File: src/rtl/bin2bcd_seq_if.sv
// bin2bcd_seq_if: request/result bundle between a binary source and the BCD converter
interface bin2bcd_seq_if #(
  parameter int BIN_W = 27,
  parameter int DIGITS = 8
);
  logic start;
  logic [BIN_W-1:0] bin_in;
  logic busy;
  logic done;
  logic overflow;
  logic [4*DIGITS-1:0] bcd_out;
  modport master (output start, bin_in, input busy, done, overflow, bcd_out);
  modport slave (input start, bin_in, output busy, done, overflow, bcd_out);
endinterface

File: src/rtl/bin2bcd_seq.sv
// bin2bcd_seq: sequential shift-and-add-3 binary to packed BCD converter, one bit per clock
module bin2bcd_seq #(
  parameter int BIN_W = 27,
  parameter int DIGITS = 8
) (
  input logic clk,
  input logic rst_n,
  bin2bcd_seq_if.slave bus
);
  typedef enum logic {IDLE, CONV} state_t;
  localparam int CW = $clog2(BIN_W + 1);
  localparam int SW = 4 * DIGITS;
  function automatic logic [63:0] max_bcd(input int n);
    logic [63:0] p;
    p = 64'd1;
    for (int i = 0; i < n; i++) p = p * 64'd10;
    return p - 64'd1;
  endfunction
  localparam logic [63:0] LIMIT = max_bcd(DIGITS);
  state_t state;
  logic [CW-1:0] count;
  logic [BIN_W-1:0] shift, nxt_shift;
  logic [SW-1:0] scratch, adj, nxt_scratch;
  logic ovf_pend;
  logic last;
  always_comb begin
    adj = scratch;
    for (int i = 0; i < DIGITS; i++)
      adj[4*i+:4] = scratch[4*i+:4] >= 4'd5 ? scratch[4*i+:4] + 4'd3 : scratch[4*i+:4];
  end
  assign {nxt_scratch, nxt_shift} = {adj, shift} << 1;
  assign last = count == CW'(BIN_W - 1);
  always_ff @(posedge clk or negedge rst_n) begin
    if (!rst_n) begin
      state <= IDLE;
      count <= '0;
      shift <= '0;
      scratch <= '0;
      ovf_pend <= 1'b0;
      bus.busy <= 1'b0;
      bus.done <= 1'b0;
      bus.overflow <= 1'b0;
      bus.bcd_out <= '0;
    end else begin
      bus.done <= 1'b0;
      if (state == IDLE) begin
        bus.busy <= 1'b0;
        if (bus.start) begin
          state <= CONV;
          shift <= bus.bin_in;
          scratch <= '0;
          count <= '0;
          ovf_pend <= 64'(bus.bin_in) > LIMIT;
        end
      end else begin
        // busy trails the state by one edge so it drops exactly when done rises
        bus.busy <= !last;
        shift <= nxt_shift;
        scratch <= nxt_scratch;
        count <= count + CW'(1);
        if (last) begin
          state <= IDLE;
          bus.done <= 1'b1;
          bus.overflow <= ovf_pend;
          bus.bcd_out <= ovf_pend ? {DIGITS{4'h9}} : nxt_scratch;
        end
      end
    end
  end
endmodule

File: src/flat_wrapper.sv
// flat-port wrapper written by rule: the top's interface ports become plain ports
module bin2bcd_seq_flat 
#(
  parameter int BIN_W = 27,
  parameter int DIGITS = 8
)
  (clk, rst_n, bus_start, bus_bin_in, bus_busy, bus_done, bus_overflow, bus_bcd_out);
  bin2bcd_seq_if #(.BIN_W(BIN_W), .DIGITS(DIGITS)) bus_i ();
  input logic clk;
  input logic rst_n;
  input wire logic [$bits(bus_i.start)-1:0] bus_start;
  input wire logic [$bits(bus_i.bin_in)-1:0] bus_bin_in;
  output wire logic [$bits(bus_i.busy)-1:0] bus_busy;
  output wire logic [$bits(bus_i.done)-1:0] bus_done;
  output wire logic [$bits(bus_i.overflow)-1:0] bus_overflow;
  output wire logic [$bits(bus_i.bcd_out)-1:0] bus_bcd_out;
  assign bus_i.start = bus_start;
  assign bus_i.bin_in = bus_bin_in;
  assign bus_busy = bus_i.busy;
  assign bus_done = bus_i.done;
  assign bus_overflow = bus_i.overflow;
  assign bus_bcd_out = bus_i.bcd_out;
  bin2bcd_seq #(.BIN_W(BIN_W), .DIGITS(DIGITS)) u_core (.clk(clk), .rst_n(rst_n), .bus(bus_i));
endmodule
File: config.mk
export PLATFORM = sky130hd
export DESIGN_NAME = bin2bcd_seq_flat
export DESIGN_NICKNAME = d
export VERILOG_FILES = /design/src/rtl/bin2bcd_seq_if.sv /design/src/rtl/bin2bcd_seq.sv /design/src/flat_wrapper.sv
export SDC_FILE = /design/constraint.sdc
export NUM_CORES = 1
export LEC_CHECK = 0
export BUFFER_PORTS_ARGS = -buffer_cell sky130_fd_sc_hd__buf_2
export CAP_MARGIN = 20
export CORE_UTILIZATION = 62
export DETAILED_ROUTE_END_ITERATION = 7
export PLACE_DENSITY = 0.88
export SYNTH_ARGS = -nofsm -noshare
export SYNTH_HDL_FRONTEND = slang
export SYNTH_SLANG_ARGS = --single-unit
File: constraint.sdc
create_clock -name clk -period 3.1 [get_ports clk]
set_input_delay 0.465 -clock clk [delete_from_list [all_inputs] [get_ports clk]]
set_output_delay 0.465 -clock clk [all_outputs]
set_load 0.1 [all_outputs]
# After elaboration in Yosys (flattened, before gate mapping)
# Cells that the tools add are included.
# classes
n_addsub	9
n_eq_ne	1
n_lt_le_gt_ge	9
n_reduce_logical	4
muxes	21
bitwise	1
# ops
op	n
$mux W32	3
$mux W27	2
$ge A4 B3 Y1 const B	8
$add A4 B2 Y4 const B	7
$mux W4	7
$gt A27 B27 Y1 const B	1
$mux W5	2
$mux W1	6
$add A5 B1 Y5 const B	1
$eq A5 B5 Y1 const B	1
$reduce_and A2 Y1	2
$add A3 B2 Y3 const B	1
$mux W3	1
$reduce_bool A2 Y1	1
$logic_not A1 Y1	1
$not A1 Y1	1
# totals
inputBits	30
wordCells	54
register_bits	101

# Longest topological paths before layout
# logic_depth
word_depth	3
mapped_depth	9
mapped_depth_nobuf	7

# Worst setup path after synthesis
# Ideal clock, no wire load.
# synth_path
kind	register to register
startpoint	reg u_core.count[0]
endpoint	reg u_core.bus.bcd_out[17]
synth_period_minus_slack_ps	1483
path_slack_ps	1617
required_time_ps	2978
setup_time_ps	122
stages_incl_launch_ff	8
t_arrival_ps	1362
cell_sequence	dfrtp_1 inv_1 ha_1 and4b_1 nand2_1 buf_6 buf_6 a22o_1
# synth_between
elab_chain_cells	2
# synth_lines
element	line	rtl
from (decl)	bin2bcd_seq.sv:21	logic [CW-1:0] count;
from (signal assigned)	bin2bcd_seq.sv:60	count <= count + CW'(1);
$eq A5 B5 Y1	bin2bcd_seq.sv:32	assign last = count == CW'(BIN_W - 1);
$reduce_and A2 Y1 (no line)	--	
to (signal assigned)	bin2bcd_seq.sv:65	bus.bcd_out <= ovf_pend ? {DIGITS{4'h9}} : nxt_scratch;
to (decl)	bin2bcd_seq_if.sv:13	modport slave (input start, bin_in, output busy, done, overflow, bcd_out);
# No other way between the ends.
# A chain may end at the register's enable or synchronous reset.

# Worst setup path in the final report
# layout_path
startpoint	reg u_core.state
endpoint	reg u_core.bus.bcd_out[26]
# layout_between
elab_chain_cells	1
# layout_lines
element	line	rtl
from (decl)	bin2bcd_seq.sv:20	state_t state;
from (signal assigned)	bin2bcd_seq.sv:35	state <= IDLE;
from (signal assigned)	bin2bcd_seq.sv:49	state <= CONV;
from (signal assigned)	bin2bcd_seq.sv:62	state <= IDLE;
$reduce_and A2 Y1 (no line)	--	
# No other way between the ends.

==> results.yml <==
layout:
  insertedDiodeCount: 0
  regArea_mm2: 0.00253
  nFillCells: 558
  area_delta_synth_final_pct: 11.5
  nets: 574
  drive_gt1_frac: 0.166
  multi_input_area_mm2: 0.00219
global_route:
  grt_first_pass_wirelength_um: 17100
  grt_pass1_vias: 3624
  grtUsageTotal: 0.258
  overflow: 0
  antenna_found_initial: 0
  grt_max_degree: 70
detailed_routing:
  drt_first_pass_iters: 4
  vias: 3638
  via_per_inst: 5.75
  drt-total-wl_um: 9870
  ant_nets: 0
  wl_per_cell_um: 15.6
  drtIter0Drc: 183
  drcViolationCount: 0
setup_path:
  required_ns: 3.41
  path_buf_inv: 1
  cp.depth: 4
  cp_top_family: "simple AND/OR/NAND/NOR gates"
  cp_slowest_stage_delay_ns: 0.81
  crit_type: "flop to flop"
  critPathLaunchType: "flop"
  worstSetupEndpointType: "flop"
  reg2regPathDepth: 4
  cp_cell_sequence: "nand2_1, nor2_2, buf_4, a22o_1"
  crit_fanout: 53
  slowest_stage: "dfrtp_4"
  critPathArrivalTime_ns: 2.59
flow_run:
  maxCapViolations: 0
die:
  pin_count: 65
  core.rowCount: 32
  chipWidth_um: 91.3
  die_h_um: 91.3
  fp.dieArea_mm2: 0.00833
  core_mm2: 0.00773
  start_util: 0.639
synth:
  synth.distinct_cells: 31
  synthTopCellsByArea: "dfrtp_1, mux2i_1, ha_1"
  synth_fp_nets: 521
  synth_common_cells: "dfrtp_1, nand2_1, mux2i_1"
  syn_area_per_cell_um2: 10.4
  yosysWarnings: 0
  yosys.area.top_type: "dfrtp_1"
  synth-edff-count: 0
  ys_ff_latch: 101
  synthCells: 473
  ys_seq_area_frac: 0.512
  synthArstFlopShare: 1.00
  ys.flop_type: "dfrtp_1"
  yosysMostFrequentCell: "dfrtp_1"
  synth_top_area_frac: 0.512
  syn_area_mm2: 0.00494
sta:
  finalWorstSetupSlack_ns: 0.818
  slew_viol_final: 0
  fmax_ghz: 0.438
  whs_ns: 0.172
  skew_ns: 0.0130
  rsz0062_at_grt: "no"
  finalSetupViolations: 0
  hold_viol: 0
  slew_headroom: 0.417
  finalCriticalPeriod_ns: 2.28
  setup-tns-final_ns: 0
  tightestPinTransition_ns: 0.872
  finalCritPeriodShare: 0.736
clocking:
  clk_pin_slew_ns: 0.11
  htree_levels: 3
  cts_tree: "done"
  insertion_delay_ns: 0.37
  ctsRootBufferMaster: "clkbuf_8"
  post_cts_resized: 0
  clock-sinks: 101
  cts.path.max_buffers: 2
  cts_buffers: 9
  holdBufCountCts: 0
  cts_setup_buffers: 0
placement:
  dp_slack_ns: 0.833
  place_hpwl_um: 6720
  portBuffers: 64
  gp_congestion: 0.758
status:
  outcome: "completed"
worst_hold_path:
  hold_path_class: "input pin to async pin"
## metrics by stage
stage	std cells	instance area, um^2	util
after detailed placement	617	5290	0.685
after global routing	633	5510	0.713
final	633	5510	0.713
after global placement	617	5290	0.685
after floorplan	473	4940	-
after CTS	633	5510	0.713
## path summary, 6_finish.rpt
check                            startpoint                endpoint  slack, ns
min                                   rst_n  u_core.bus.bcd_out[21]       0.17
max in group asynchronous             rst_n         u_core.shift[8]       2.23
min in group clk              bus_bin_in[0]         u_core.shift[0]       0.35
max reg2reg                    u_core.state  u_core.bus.bcd_out[26]       0.82
min reg2reg                u_core.shift[17]        u_core.shift[18]       0.50
max                            u_core.state  u_core.bus.bcd_out[26]       0.82
## layer usage
metal / track usage / vias up / share of wire
met5: 0 / - / 0
met4: 0.0873 / 0 / 0.016
met3: 0.0603 / 15 / 0.036
met2: 0.444 / 82 / 0.52
met1: 0.322 / 1772 / 0.42
li1: - / 1769 / -
## cell type report
class,instances,area share
multi-input cells,327,0.397
clock inverters,6,0.0141
clock buffers,10,0.0250
repair buffers,69,0.0677
flip-flops and latches,101,0.459
well taps,102,0.0232
inverters,18,0.0132
## worst reg2reg max path, cell delays in order, from the launching register on
cell	delay (ns)
dfrtp_4	0.81
nand2_1	0.67
nor2_2	0.25
buf_4	0.31
a22o_1	0.20
## placed cells by master (no fill, tap or decap), drive strengths merged, types with 3 or more instances in the layout
| cell | n |
|---|---|
| ha | 18 |
| a21oi | 31 |
| nor3b | 16 |
| a21o | 23 |
| o21ai | 38 |
| nor2 | 27 |
| inv | 21 |
| nand2 | 47 |
| dfrtp | 101 |
| nor3 | 10 |
| buf | 69 |
| xnor2 | 10 |
| nand2b | 18 |
| a22o | 18 |
| a31oi | 8 |
| mux2i | 43 |
| clkbuf | 10 |
| a32o | 7 |
| nand3 | 3 |
## cell families after synthesis
kind of cell,after synthesis,synth area share
AOI/OAI and AO/OA,128,0.165
adders and majority gates,18,0.0456
muxes,43,0.0871
DFF,101,0.512
xor gates and xnor gates,11,0.0195
buffers and inverters,45,0.0453
and+or+nand+nor,127,0.126
## sequential cells by signal, summed over array words and instances (netlist names)
name and count:
u_core.shift 27, u_core.bus.done 1, u_core.bus.bcd_out 32, u_core.ovf_pend 1, u_core.bus.overflow 1, u_core.state 1
u_core.scratch 32, u_core.bus.busy 1, u_core.count 5
Power is not shown: default switching activity piles up to over one toggle a cycle in this logic, so the estimate is an artifact.
